==> config.mk <==
export PLATFORM = sky130hd
export DESIGN_NAME = in_pcm_mc_flat
export DESIGN_NICKNAME = d
export VERILOG_FILES = /design/src/rtl/in_pcm_pkg.sv /design/src/rtl/in_pcm_mc_if.sv /design/src/rtl/g711_expand.sv /design/src/rtl/in_pcm_mc.sv /design/src/flat_wrapper.sv
export SDC_FILE = /design/constraint.sdc
export NUM_CORES = 1
export LEC_CHECK = 0
export ABC_AREA = 1
export BUFFER_PORTS_ARGS = -buffer_cell sky130_fd_sc_hd__clkbuf_2
export CAP_MARGIN = 20
export CORE_ASPECT_RATIO = 1.75
export CORE_MARGIN = 1
export CORE_UTILIZATION = 45
export DETAILED_ROUTE_END_ITERATION = 10
export HOLD_SLACK_MARGIN = 0.12
export PLACE_DENSITY_LB_ADDON = 0.15
export SYNTH_ARGS = -nofsm -noshare
export SYNTH_HDL_FRONTEND = slang
export SYNTH_SLANG_ARGS = --single-unit
==> constraint.sdc <==
create_clock -name clk -period 4.92 [get_ports clk]
set_input_delay 0.738 -clock clk [delete_from_list [all_inputs] [get_ports clk]]
set_output_delay 0.738 -clock clk [all_outputs]
set_load 0.05 [all_outputs]
==> src/rtl/in_pcm_pkg.sv <==
// Shared constants for the input PCM stage: law codes, G.711 expansion
// constants and datapath widths.
package in_pcm_pkg;

  localparam logic LAW_A = 1'b0;
  localparam logic LAW_U = 1'b1;

  localparam int unsigned MU_BIAS = 33;
  localparam logic [7:0]  A_XOR   = 8'h55;

  localparam int unsigned PCM_W = 8;
  localparam int unsigned SL_W  = 14;
  localparam int unsigned SE_W  = 15;
  localparam int unsigned D_W   = 16;

endpackage

==> src/rtl/in_pcm_mc_if.sv <==
// Configuration, sample-in and difference-out bundle for in_pcm_mc.
// master = sample source / sink side, slave = the in_pcm_mc stage.
interface in_pcm_mc_if #(
  parameter int unsigned NCH = 4
);
  import in_pcm_pkg::*;

  localparam int unsigned CHW = $clog2(NCH);

  logic                  cfg_we;
  logic [CHW-1:0]        cfg_ch;
  logic                  cfg_law;

  logic                  s_valid;
  logic                  s_ready;
  logic [CHW-1:0]        s_ch;
  logic [PCM_W-1:0]      s_pcm;
  logic [SE_W-1:0]       s_se;

  logic                  d_valid;
  logic                  d_ready;
  logic [CHW-1:0]        d_ch;
  logic [D_W-1:0]        d;

  modport master (
    output cfg_we, cfg_ch, cfg_law,
    output s_valid, s_ch, s_pcm, s_se,
    input  s_ready,
    input  d_valid, d_ch, d,
    output d_ready
  );

  modport slave (
    input  cfg_we, cfg_ch, cfg_law,
    input  s_valid, s_ch, s_pcm, s_se,
    output s_ready,
    output d_valid, d_ch, d,
    input  d_ready
  );

endinterface

==> src/rtl/g711_expand.sv <==
// Combinational G.711 expander: 8-bit A-law or mu-law code word to
// 14-bit two's complement linear PCM. Code bit 7 set means positive.
module g711_expand
  import in_pcm_pkg::*;
(
  input  logic [PCM_W-1:0] pcm_i,
  input  logic             law_i,
  output logic [SL_W-1:0]  sl_c_o
);

  logic [PCM_W-1:0] cw;
  logic [2:0]       e;
  logic [3:0]       m;
  logic [SL_W-1:0]  base;
  logic [SL_W-1:0]  mag;

  // Decode exponent/mantissa, build the magnitude, then apply the sign
  always_comb begin
    cw   = (law_i == LAW_U) ? ~pcm_i : (pcm_i ^ A_XOR);
    e    = cw[6:4];
    m    = cw[3:0];
    base = SL_W'({m, 1'b0}) + SL_W'(MU_BIAS);
    if (law_i == LAW_U) begin
      mag = (base << e) - SL_W'(MU_BIAS);
    end else if (e == 3'd0) begin
      mag = SL_W'({m, 1'b1});
    end else begin
      mag = base << (e - 3'd1);
    end
    // A zero magnitude negates to zero, so -0 needs no special case
    sl_c_o = pcm_i[7] ? mag : (SL_W'(0) - mag);
  end

endmodule

==> src/rtl/in_pcm_mc.sv <==
// Multi-channel input PCM stage: per-channel law table, G.711 expansion
// (stage 1) and D = SL - SE (stage 2) with a valid/ready output.
// Optional IN_PCM_SEQCHK_EN adds a sticky channel-sequence checker.
module in_pcm_mc
  import in_pcm_pkg::*;
#(
  parameter int unsigned NCH = 4
) (
  input  logic       clk,
  input  logic       reset,
  in_pcm_mc_if.slave bus,
  output logic       seq_err
);

  localparam int unsigned CHW = $clog2(NCH);

  logic            ld1_c;
  logic            ld2_c;
  logic            acc_c;
  logic            ch_ok_c;
  logic            law_c;
  logic [SL_W-1:0] sl_c;

  logic [NCH-1:0]  law_q, law_d;

  logic            v1_q, v1_d;
  logic [CHW-1:0]  ch1_q, ch1_d;
  logic [SL_W-1:0] sl1_q, sl1_d;
  logic [SE_W-1:0] se1_q, se1_d;

  logic            v2_q, v2_d;
  logic [CHW-1:0]  ch2_q, ch2_d;
  logic [D_W-1:0]  d_q, d_d;

  // Pipeline advance: a stage loads when empty or its consumer takes its data
  always_comb begin
    ld2_c   = !v2_q || bus.d_ready;
    ld1_c   = !v1_q || ld2_c;
    acc_c   = bus.s_valid && ld1_c;
    ch_ok_c = 32'(bus.s_ch) < NCH;
    law_c   = ch_ok_c ? law_q[bus.s_ch] : LAW_A;
  end

  g711_expand u_expand (
    .pcm_i  (bus.s_pcm),
    .law_i  (law_c),
    .sl_c_o (sl_c)
  );

  // Law table update; the registered table means a same-cycle sample sees the old law
  always_comb begin
    law_d = law_q;
    if (bus.cfg_we && (32'(bus.cfg_ch) < NCH)) begin
      law_d[bus.cfg_ch] = bus.cfg_law;
    end
  end

  // Next state of the expand and subtract stages
  always_comb begin
    v1_d  = v1_q;
    ch1_d = ch1_q;
    sl1_d = sl1_q;
    se1_d = se1_q;
    v2_d  = v2_q;
    ch2_d = ch2_q;
    d_d   = d_q;
    if (ld1_c) begin
      v1_d = acc_c;
      if (acc_c) begin
        ch1_d = bus.s_ch;
        sl1_d = sl_c;
        se1_d = bus.s_se;
      end
    end
    if (ld2_c) begin
      v2_d = v1_q;
      if (v1_q) begin
        ch2_d = ch1_q;
        d_d   = {{(D_W-SL_W){sl1_q[SL_W-1]}}, sl1_q}
              - {{(D_W-SE_W){se1_q[SE_W-1]}}, se1_q};
      end
    end
  end

  // State registers; reset drops in-flight samples and restores A-law everywhere
  always_ff @(posedge clk) begin
    if (reset) begin
      law_q <= '0;
      v1_q  <= 1'b0;
      ch1_q <= '0;
      sl1_q <= '0;
      se1_q <= '0;
      v2_q  <= 1'b0;
      ch2_q <= '0;
      d_q   <= '0;
    end else begin
      law_q <= law_d;
      v1_q  <= v1_d;
      ch1_q <= ch1_d;
      sl1_q <= sl1_d;
      se1_q <= se1_d;
      v2_q  <= v2_d;
      ch2_q <= ch2_d;
      d_q   <= d_d;
    end
  end

  assign bus.s_ready = ld1_c;
  assign bus.d_valid = v2_q;
  assign bus.d_ch    = ch2_q;
  assign bus.d       = d_q;

`ifdef IN_PCM_SEQCHK_EN
  logic [CHW-1:0] exp_q, exp_d;
  logic           err_q, err_d;

  // Expected-channel tracking; resyncs to the accepted channel + 1
  always_comb begin
    exp_d = exp_q;
    err_d = err_q;
    if (acc_c) begin
      if (!ch_ok_c || (bus.s_ch != exp_q)) begin
        err_d = 1'b1;
      end
      exp_d = (32'(bus.s_ch) >= (NCH - 1)) ? '0 : (bus.s_ch + CHW'(1));
    end
  end

  // Sequence checker registers; the error is sticky until reset
  always_ff @(posedge clk) begin
    if (reset) begin
      exp_q <= '0;
      err_q <= 1'b0;
    end else begin
      exp_q <= exp_d;
      err_q <= err_d;
    end
  end

  assign seq_err = err_q;
`else
  assign seq_err = 1'b0;
`endif

endmodule

==> src/flat_wrapper.sv <==
// flat-port wrapper written by rule: the top's interface ports become plain ports
module in_pcm_mc_flat import in_pcm_pkg::*;
#(
  parameter int unsigned NCH = 4
)
  (clk, reset, seq_err, bus_cfg_we, bus_cfg_ch, bus_cfg_law, bus_s_valid, bus_s_ch, bus_s_pcm, bus_s_se, bus_s_ready, bus_d_valid, bus_d_ch, bus_d, bus_d_ready);
  in_pcm_mc_if #(.NCH(NCH)) bus_i ();
  input  logic clk;
  input  logic reset;
  output logic seq_err;
  input wire logic [$bits(bus_i.cfg_we)-1:0] bus_cfg_we;
  input wire logic [$bits(bus_i.cfg_ch)-1:0] bus_cfg_ch;
  input wire logic [$bits(bus_i.cfg_law)-1:0] bus_cfg_law;
  input wire logic [$bits(bus_i.s_valid)-1:0] bus_s_valid;
  input wire logic [$bits(bus_i.s_ch)-1:0] bus_s_ch;
  input wire logic [$bits(bus_i.s_pcm)-1:0] bus_s_pcm;
  input wire logic [$bits(bus_i.s_se)-1:0] bus_s_se;
  output wire logic [$bits(bus_i.s_ready)-1:0] bus_s_ready;
  output wire logic [$bits(bus_i.d_valid)-1:0] bus_d_valid;
  output wire logic [$bits(bus_i.d_ch)-1:0] bus_d_ch;
  output wire logic [$bits(bus_i.d)-1:0] bus_d;
  input wire logic [$bits(bus_i.d_ready)-1:0] bus_d_ready;
  assign bus_i.cfg_we = bus_cfg_we;
  assign bus_i.cfg_ch = bus_cfg_ch;
  assign bus_i.cfg_law = bus_cfg_law;
  assign bus_i.s_valid = bus_s_valid;
  assign bus_i.s_ch = bus_s_ch;
  assign bus_i.s_pcm = bus_s_pcm;
  assign bus_i.s_se = bus_s_se;
  assign bus_s_ready = bus_i.s_ready;
  assign bus_d_valid = bus_i.d_valid;
  assign bus_d_ch = bus_i.d_ch;
  assign bus_d = bus_i.d;
  assign bus_i.d_ready = bus_d_ready;
  in_pcm_mc #(.NCH(NCH)) u_core (.clk(clk), .reset(reset), .bus(bus_i), .seq_err(seq_err));
endmodule
==> results.md, run 1 <==
* Number of unique standard cell types used by synthesis at 44
* Static power due to leakage at 2.117 nW
* Sequential cell fraction of total power at 38.6%
* Cell at the root of the clock tree: sky130_fd_sc_hd__clkbuf_16
* Internal portion of total power at 0.0008251 W
* Unrepaired setup endpoints after global routing: false
* Synth top area cells: sky130_fd_sc_hd__dfxtp_1, sky130_fd_sc_hd__nand2_1, sky130_fd_sc_hd__inv_1
* Area of the die at 0.008569 mm2
* Minimum clock period at 2.972 ns
* H-tree levels at 2
* Met3 routed wirelength at 177 um
* Maximum fanout encountered on the critical timing path at 14
* Critical-path cell with the highest stage delay: sky130_fd_sc_hd__ha_1
* Startpoint type of the worst setup path: primary input
* Sum of internal, switching and leakage power at 0.001294 W
* Uppermost routed layer: met4
* Power share of the combinational group at 35.0%
* Initial detailed-routing violation count at 109
* Post-route antenna net violation count at 0
* Starting utilization of the core area at 46.59%
* Routed length on met1 at 3438 um
* Port Buf Inserts at 52
* Largest clock skew in the final design at 0.005148 ns
* First-pass GRT wire length at 14220 um
* Total number of placement rows at 43
* Detailed-router iteration count before antenna repair at 4
* Quantity of gates resized following cts at 0
* DR vias/cell at 5.194
* Number of nets at the end of the flow at 639
* Final total negative setup slack at 0 ns
* Total of fill cells in the finished design at 825
* Run status: finished, final reports clean
* Final period util at 60.40%
* Via count of the first global-routing pass at 3246
* CTS clk-pin slew, worst paths at 0.07 ns
* Number of failing setup endpoints in the final timing report at 0
* Antenna fix cells at 0
* Pin count of the biggest net entering global routing at 36
* Total routing usage reported by global routing at 20.38%
* Net switching fraction of the power at 36.21%
* Mean cell area of the mapped netlist at 6.712 um2
* Element type at the critical path end: register
* Met2 Wirelength at 4396 um
* Number of flops mapped to enable cells by yosys at 0
* Die boundary height at 121.7 um
* Relative contribution of the clock network to total power at 26.4%
* Die Wd at 70.41 um
* Fraction of layout cells with a size suffix above 1 at 16.64%
* Cts bufs inserted at 5
* HPWL after detailed placement at 6529 um
* Crit path required time at 5.11 ns
* Post-synthesis net count at 600
* TritonCTS clock tree: done
* Number of buffers inserted to repair setup after CTS at 0
* Post-detailed-route DRC marker count at 0
* Max-cap check violation count at 0
* Post-synth top flop: sky130_fd_sc_hd__dfxtp_1
* Post-Syn Instances at 549
* Layout overhead on the synthesized area at 11.44%
* # clock sinks at 55
* Boundary Pins at 54
* Overflow left after global routing at 0
* Worst-Skew Late Latency at 0.29 ns
* Cell Chain, Critical Path: clkbuf_2 > inv_1 > nand3_4 > nand2_4 > nand2_4 > nand2_8 > nand2_4 > nor2_8 > inv_1 > ha_1 > o22ai_1 > inv_1 > ha_1 > nand2_2 > nor2_2 > nand3_1 > nor2_2 > nand3_1 > nand3_1 > nand3_1 > nand2_1 > inv_1
* Class of the most critical setup path: primary input to register
* Arrival @ worst endpoint at 3.17 ns
* Routed wire per std cell at 12.21 um
* Post-Synthesis Cell Area at 0.003685 mm2
* Achievable clock frequency at 336.5 MHz
* Post-synth top area share at 29.88%
* Seq cells post-synth at 55
* Net switching component of the power at 0.0004684 W
* Final Wtd Congestion at 0.8593
* Final hold vios at 0
* Type of the tightest min-delay check: register to register
* Cell type contributing the most total cell area after synthesis: sky130_fd_sc_hd__dfxtp_1
* Power density over the cells at 315.0 mW/mm2
* Core footprint at 0.007909 mm2
* Relative max-transition margin at 42.45%
* Total Wirelength at 8293 um
* Fraction of the yosys area taken by sequential cells at 29.88%
* Yosys synthesis warning count at 0
* Worst IR drop on VDD at 0.1477 mV
* Buffer depth of the longest clock path at 2
* Pins over their slew limit at 0
* FFs w/ async S/R, synth at 0%
* Delay of the slowest cell on the worst path at 0.27 ns
* Initial antenna violation count at 0
* Total number of vias at 3527
* Number of hold buffers added after cts at 0
* Slew of the pin with the lowest slew margin at 0.8624 ns
==> synth_stat cells, types with 4 or more instances <==
master,number
sky130_fd_sc_hd__nand2_1,95
sky130_fd_sc_hd__inv_1,68
sky130_fd_sc_hd__dfxtp_1,55
sky130_fd_sc_hd__a21oi_1,50
sky130_fd_sc_hd__nor2_1,50
sky130_fd_sc_hd__nand3_1,49
sky130_fd_sc_hd__o21ai_0,49
sky130_fd_sc_hd__ha_1,17
sky130_fd_sc_hd__clkbuf_1,14
sky130_fd_sc_hd__xor2_1,12
sky130_fd_sc_hd__inv_2,9
sky130_fd_sc_hd__nand2_2,9
sky130_fd_sc_hd__o211ai_1,6
sky130_fd_sc_hd__buf_2,5
sky130_fd_sc_hd__nand3b_1,5
sky130_fd_sc_hd__nor3_1,5
sky130_fd_sc_hd__a31oi_1,4
sky130_fd_sc_hd__nand3_2,4
sky130_fd_sc_hd__nor2_2,4
==> layer usage <==
layer | up-vias | GRT usage, %
met3 | 19 | 2.068
met5 | - | 0
met1 | 1576 | 22.02
li1 | 1870 | -
met4 | 0 | 10.13
met2 | 62 | 38.51
==> per-stage QoR <==
step	instances	cell area, um2	hold WS [ns]	worst slack [ns]	util [%]
2_1_floorplan	549	3685	0.4239	2.103	-
3_3_place_gp	671	3969	0.4439	1.694	50.18
3_5_place_dp	671	3969	0.4495	1.636	50.18
4_1_cts	679	4106	0.4594	1.935	51.92
5_1_grt	679	4106	0.4852	1.720	51.92
6_report	679	4106	0.4574	1.948	51.92
==> sequential cells by signal, indices dropped and copies added, names as in the netlist <==
name	cells
u_core.bus.d	16
u_core.v1_q	1
u_core.law_q	4
u_core.se1_q	15
u_core.bus.d_ch	2
u_core.bus.d_valid	1
u_core.sl1_q	14
u_core.ch1_q	2
==> critical path, delay by kind of cell <==
| kind | cells | cell delay, ns |
|---|---|---|
| buf+inv | 5 | 0.42 |
| compound gates | 1 | 0.08 |
| simple gates | 14 | 1.48 |
| fa+ha+maj | 2 | 0.45 |
==> kinds of logic after synthesis <==
kind of cell               Yosys count  share of synthesized area [%]
xor gates and xnor gates            14                          3.328
other                                1                         0.1018
muxes                                1                         0.2717
buffers and inverters               98                          10.46
and+or+nand+nor                    236                          30.73
adders and majority gates           18                          6.316
DFF                                 55                          29.88
AOI/OAI and AO/OA                  126                          18.91
==> path summary, 6_finish.rpt <==
kind                            cells after the start            start  slack (ns)          endpoint
worst max-delay path                               22      bus_s_ch[1]        1.95  u_core.sl1_q[12]
worst min-delay path                                2  u_core.law_q[3]        0.46   u_core.law_q[3]
worst max register to register                     21  u_core.law_q[1]        2.22  u_core.sl1_q[12]
worst min register to register                      2  u_core.law_q[3]        0.46   u_core.law_q[3]
==> power groups by stage <==
stage	clock network [W]	logic [W]	registers, W
floorplan	0	0.000314	0.000553
global route	0.000368	0.000511	0.000504
detailed placement	0	0.000452	0.000510
global placement	0	0.000445	0.000509
finish	0.000341	0.000453	0.000500
CTS	0.000349	0.000454	0.000500
==> placed cells by master (no fill, tap or decap), types with 5 or more instances in the layout <==
master | netlist | routed
sky130_fd_sc_hd__ha_1 | 17 | 17
sky130_fd_sc_hd__nand3b_1 | 5 | 5
sky130_fd_sc_hd__nor2_1 | 50 | 50
sky130_fd_sc_hd__clkbuf_16 | 0 | 5
sky130_fd_sc_hd__nand2_2 | 9 | 9
sky130_fd_sc_hd__inv_2 | 9 | 9
sky130_fd_sc_hd__xor2_1 | 12 | 12
sky130_fd_sc_hd__inv_1 | 68 | 68
sky130_fd_sc_hd__o21ai_0 | 49 | 49
sky130_fd_sc_hd__dfxtp_1 | 55 | 55
sky130_fd_sc_hd__a21oi_1 | 50 | 50
sky130_fd_sc_hd__o211ai_1 | 6 | 6
sky130_fd_sc_hd__nand3_1 | 49 | 49
sky130_fd_sc_hd__clkbuf_2 | 0 | 52
sky130_fd_sc_hd__nor3_1 | 5 | 5
sky130_fd_sc_hd__nand2_1 | 95 | 95
==> area by class of cell <==
cell class                 instances  area [um2]  area share (%)
multi-input combinational        396        2198           53.53
sequential                        55        1101           26.81
inverter                          77       289.0           7.038
timing repair buffer              53       267.8           6.520
clock buffer                       7       132.6           3.230
tap                               90       112.6           2.742
clock inverter                     1       5.005          0.1219
Power figures use the tool's default switching activity.
==> run 2, diff against run 1 <==
==> constraint.sdc (replaced) <==
create_clock -name clk -period 3 [get_ports clk]
set_input_delay 0.45 -clock clk [delete_from_list [all_inputs] [get_ports clk]]
set_output_delay 0.45 -clock clk [all_outputs]
set_load 0.05 [all_outputs]
==> run 2 against run 1 <==
Global-route usage is 0.13 points higher; critical path depth fell by 2; flip-flop and latch count did not move; core utilization is 0.71 points higher; clock skew is essentially flat; clock-buffer cell count rose by 1; non-clock buffer count grew 5; hold slack worse by 0.034 ns; sequential share of layout area shrank 0.36 points; total power increased by 68%; clock power grew 77%; sequential power up 64%; critical path type is now register to register; critical endpoint is now u_core.sl1_q[10].
==> results.md, run 2 (synthesis gave the netlist of run 1 again) <==
* Launch point of the worst hold path: bus_s_se[0]
* Arrival @ worst endpoint at 2.85 ns
* Reg2Reg Setup Slack at 0.34 ns
* Crit path required time at 3.19 ns
* Initial detailed-routing violation count at 127
* Boundary Pins at 54
* Delay of the slowest cell on the worst path at 0.33 ns
* Port Buf Inserts at 52
* Overflow left after global routing at 0
* Final hold vios at 0
* Slew of the pin with the lowest slew margin at 0.8117 ns
* Relative contribution of the clock network to total power at 27.8%
* Quantity of gates resized following cts at 0
* Worst IR drop on VDD at 0.2485 mV
* Class of the most critical setup path: register to register
* Unrepaired setup endpoints after global routing: false
* Number of flip-flops under the largest register name at 16
* Total number of vias at 3601
* Buffer depth of the longest clock path at 2
* CTS clk-pin slew, worst paths at 0.06 ns
* Detailed-router iteration count before antenna repair at 6
* Static power due to leakage at 2.150 nW
* DR vias/cell at 5.265
* Maximum fanout encountered on the critical timing path at 8
* Power density over the cells at 521.4 mW/mm2
* Most common cell after layout, fill and taps aside: sky130_fd_sc_hd__nand2_1
* Worst Hold Path EP: u_core.se1_q[0]
* H-tree levels at 2
* # clock sinks at 55
* Total cell area at the placement stage at 0.004006 mm2
* Number of nets at the end of the flow at 644
* Most common cell on crit path: sky130_fd_sc_hd__nand3_1
* First-pass GRT wire length at 14330 um
* Run status: finished, final reports clean
* Internal portion of total power at 0.001405 W
* Power share of the combinational group at 34.5%
* Cell Chain, Critical Path: nand2_1 > nand3_4 > nand3_2 > nand2_8 > nand2_4 > nor2_8 > inv_1 > ha_1 > o22ai_1 > inv_1 > ha_1 > nand2_2 > nor2_2 > nand3_1 > nor2_2 > nand3_1 > nand3_1 > nand3_1 > nand2_1 > inv_1
* Post-detailed-route DRC marker count at 0
* Worst Reg-to-Reg Cells at 20
* Number of hold buffers added after cts at 0
* Cts bufs inserted at 5
* Via count of the first global-routing pass at 3314
* Initial antenna violation count at 0
* Net switching component of the power at 0.0007655 W
* Utilization after layout at 52.63%
* Cell at the root of the clock tree: sky130_fd_sc_hd__clkbuf_16
* Die boundary height at 121.7 um
* Achievable clock frequency at 376.5 MHz
* Total Wirelength at 8354 um
* Startpoint type of the worst setup path: register
* Worst R2R End: u_core.sl1_q[10]
* Final period util at 88.54%
* Net switching fraction of the power at 35.27%
* Max-cap check violation count at 0
* Core footprint at 0.007909 mm2
* Minimum clock period at 2.656 ns
* Post-route antenna net violation count at 0
* Layout overhead on the synthesized area at 12.97%
* Largest clock skew in the final design at 0.004704 ns
* Area of the die at 0.008569 mm2
* Sequential cell fraction of total power at 37.8%
* Worst-Skew Late Latency at 0.29 ns
* Final total negative setup slack at 0 ns
* Type of the tightest min-delay check: primary input to register
* Routed wire per std cell at 12.21 um
* Element type at the critical path end: register
* Startpoint of the worst-slack reg-to-reg timing path: u_core.law_q[1]
* Die Wd at 70.41 um
* Most frequent cells in the layout: sky130_fd_sc_hd__nand2_1, sky130_fd_sc_hd__inv_1, sky130_fd_sc_hd__dfxtp_1
* TritonCTS clock tree: done
* HPWL after detailed placement at 6648 um
* Depth of the worst hold-timing path at 3
* Number of failing setup endpoints in the final timing report at 0
* Pins over their slew limit at 0
* Pin count of the biggest net entering global routing at 36
* Total number of placement rows at 43
* Cell area after layout at 0.004163 mm2
* Relative max-transition margin at 45.82%
* Antenna fix cells at 0
* Fraction of layout cells with a size suffix above 1 at 17.51%
* Starting utilization of the core area at 46.59%
* Final Wtd Congestion at 0.8870
* Total routing usage reported by global routing at 20.51%
* Number of buffers inserted to repair setup after CTS at 0
* Critical-path cell with the highest stage delay: sky130_fd_sc_hd__dfxtp_1
## run 2: cell types whose count changed in the layout (fill, tap and decap cells not counted), sizes merged
| cell | change |
|---|---|
| clkbuf | +1 |
| buf | +5 |
| clkinv | -1 |
## run 2: layout make-up
type	count	area, um2
fillers	786	3746
multi-input cells	396	2198
well taps	90	112.6
inverters	77	289.0
flip-flops and latches	55	1101
clock buffers	8	156.4
repair buffers	58	305.3
## run 2: stage by stage
| step | setup WS [ns] | hold WS [ns] | cells | power, W |
|---|---|---|---|---|
| floorplan | 0.4710 | 0.4239 | 549 | 0.001422 |
| global placement | 0.1567 | 0.4429 | 676 | 0.001570 |
| detailed placement | 0.05913 | 0.4453 | 676 | 0.001585 |
| CTS | 0.3119 | 0.4200 | 684 | 0.002190 |
| global route | 0.03742 | 0.4302 | 684 | 0.002314 |
| finish | 0.3438 | 0.4237 | 684 | 0.002170 |
## run 2: worst max-delay path by stage
stage | startpoint | to | slack (ns) | cells after the start
floorplan | bus_s_ch[0] | u_core.sl1_q[6] | 0.47 | 19
global placement | bus_s_ch[0] | u_core.sl1_q[10] | 0.16 | 22
detailed placement | bus_s_ch[0] | u_core.sl1_q[12] | 0.06 | 22
CTS | u_core.law_q[1] | u_core.sl1_q[12] | 0.31 | 20
global route | u_core.law_q[1] | u_core.sl1_q[8] | 0.04 | 20
finish | u_core.law_q[1] | u_core.sl1_q[10] | 0.34 | 20
## run 2: power groups by stage
stage	clock network (W)	registers, W	logic (W)
floorplan	0	0.000908	0.000514
global route	0.000645	0.000826	0.000843
finish	0.000602	0.000819	0.000748
detailed placement	0	0.000836	0.000749
CTS	0.000618	0.000820	0.000752
global placement	0	0.000835	0.000735
## run 2: metal layers
layer / vias up / GRT usage [%] / routed length (um)
met5: - / 0 / 0
met4: 0 / 8.875 / 284
met3: 20 / 2.647 / 225
met2: 77 / 40.54 / 4465
met1: 1619 / 20.80 / 3379
li1: 1885 / - / -
## run 2: critical path: cells and delay by family (launching register included)
kind	cells	cell delay, ns
flip-flops	1	0.33
adder cells (fa/ha/maj)	2	0.45
buffers and inverters	3	0.18
AND/OR/NAND/NOR	14	1.52
AO/OA/AOI/OAI	1	0.08
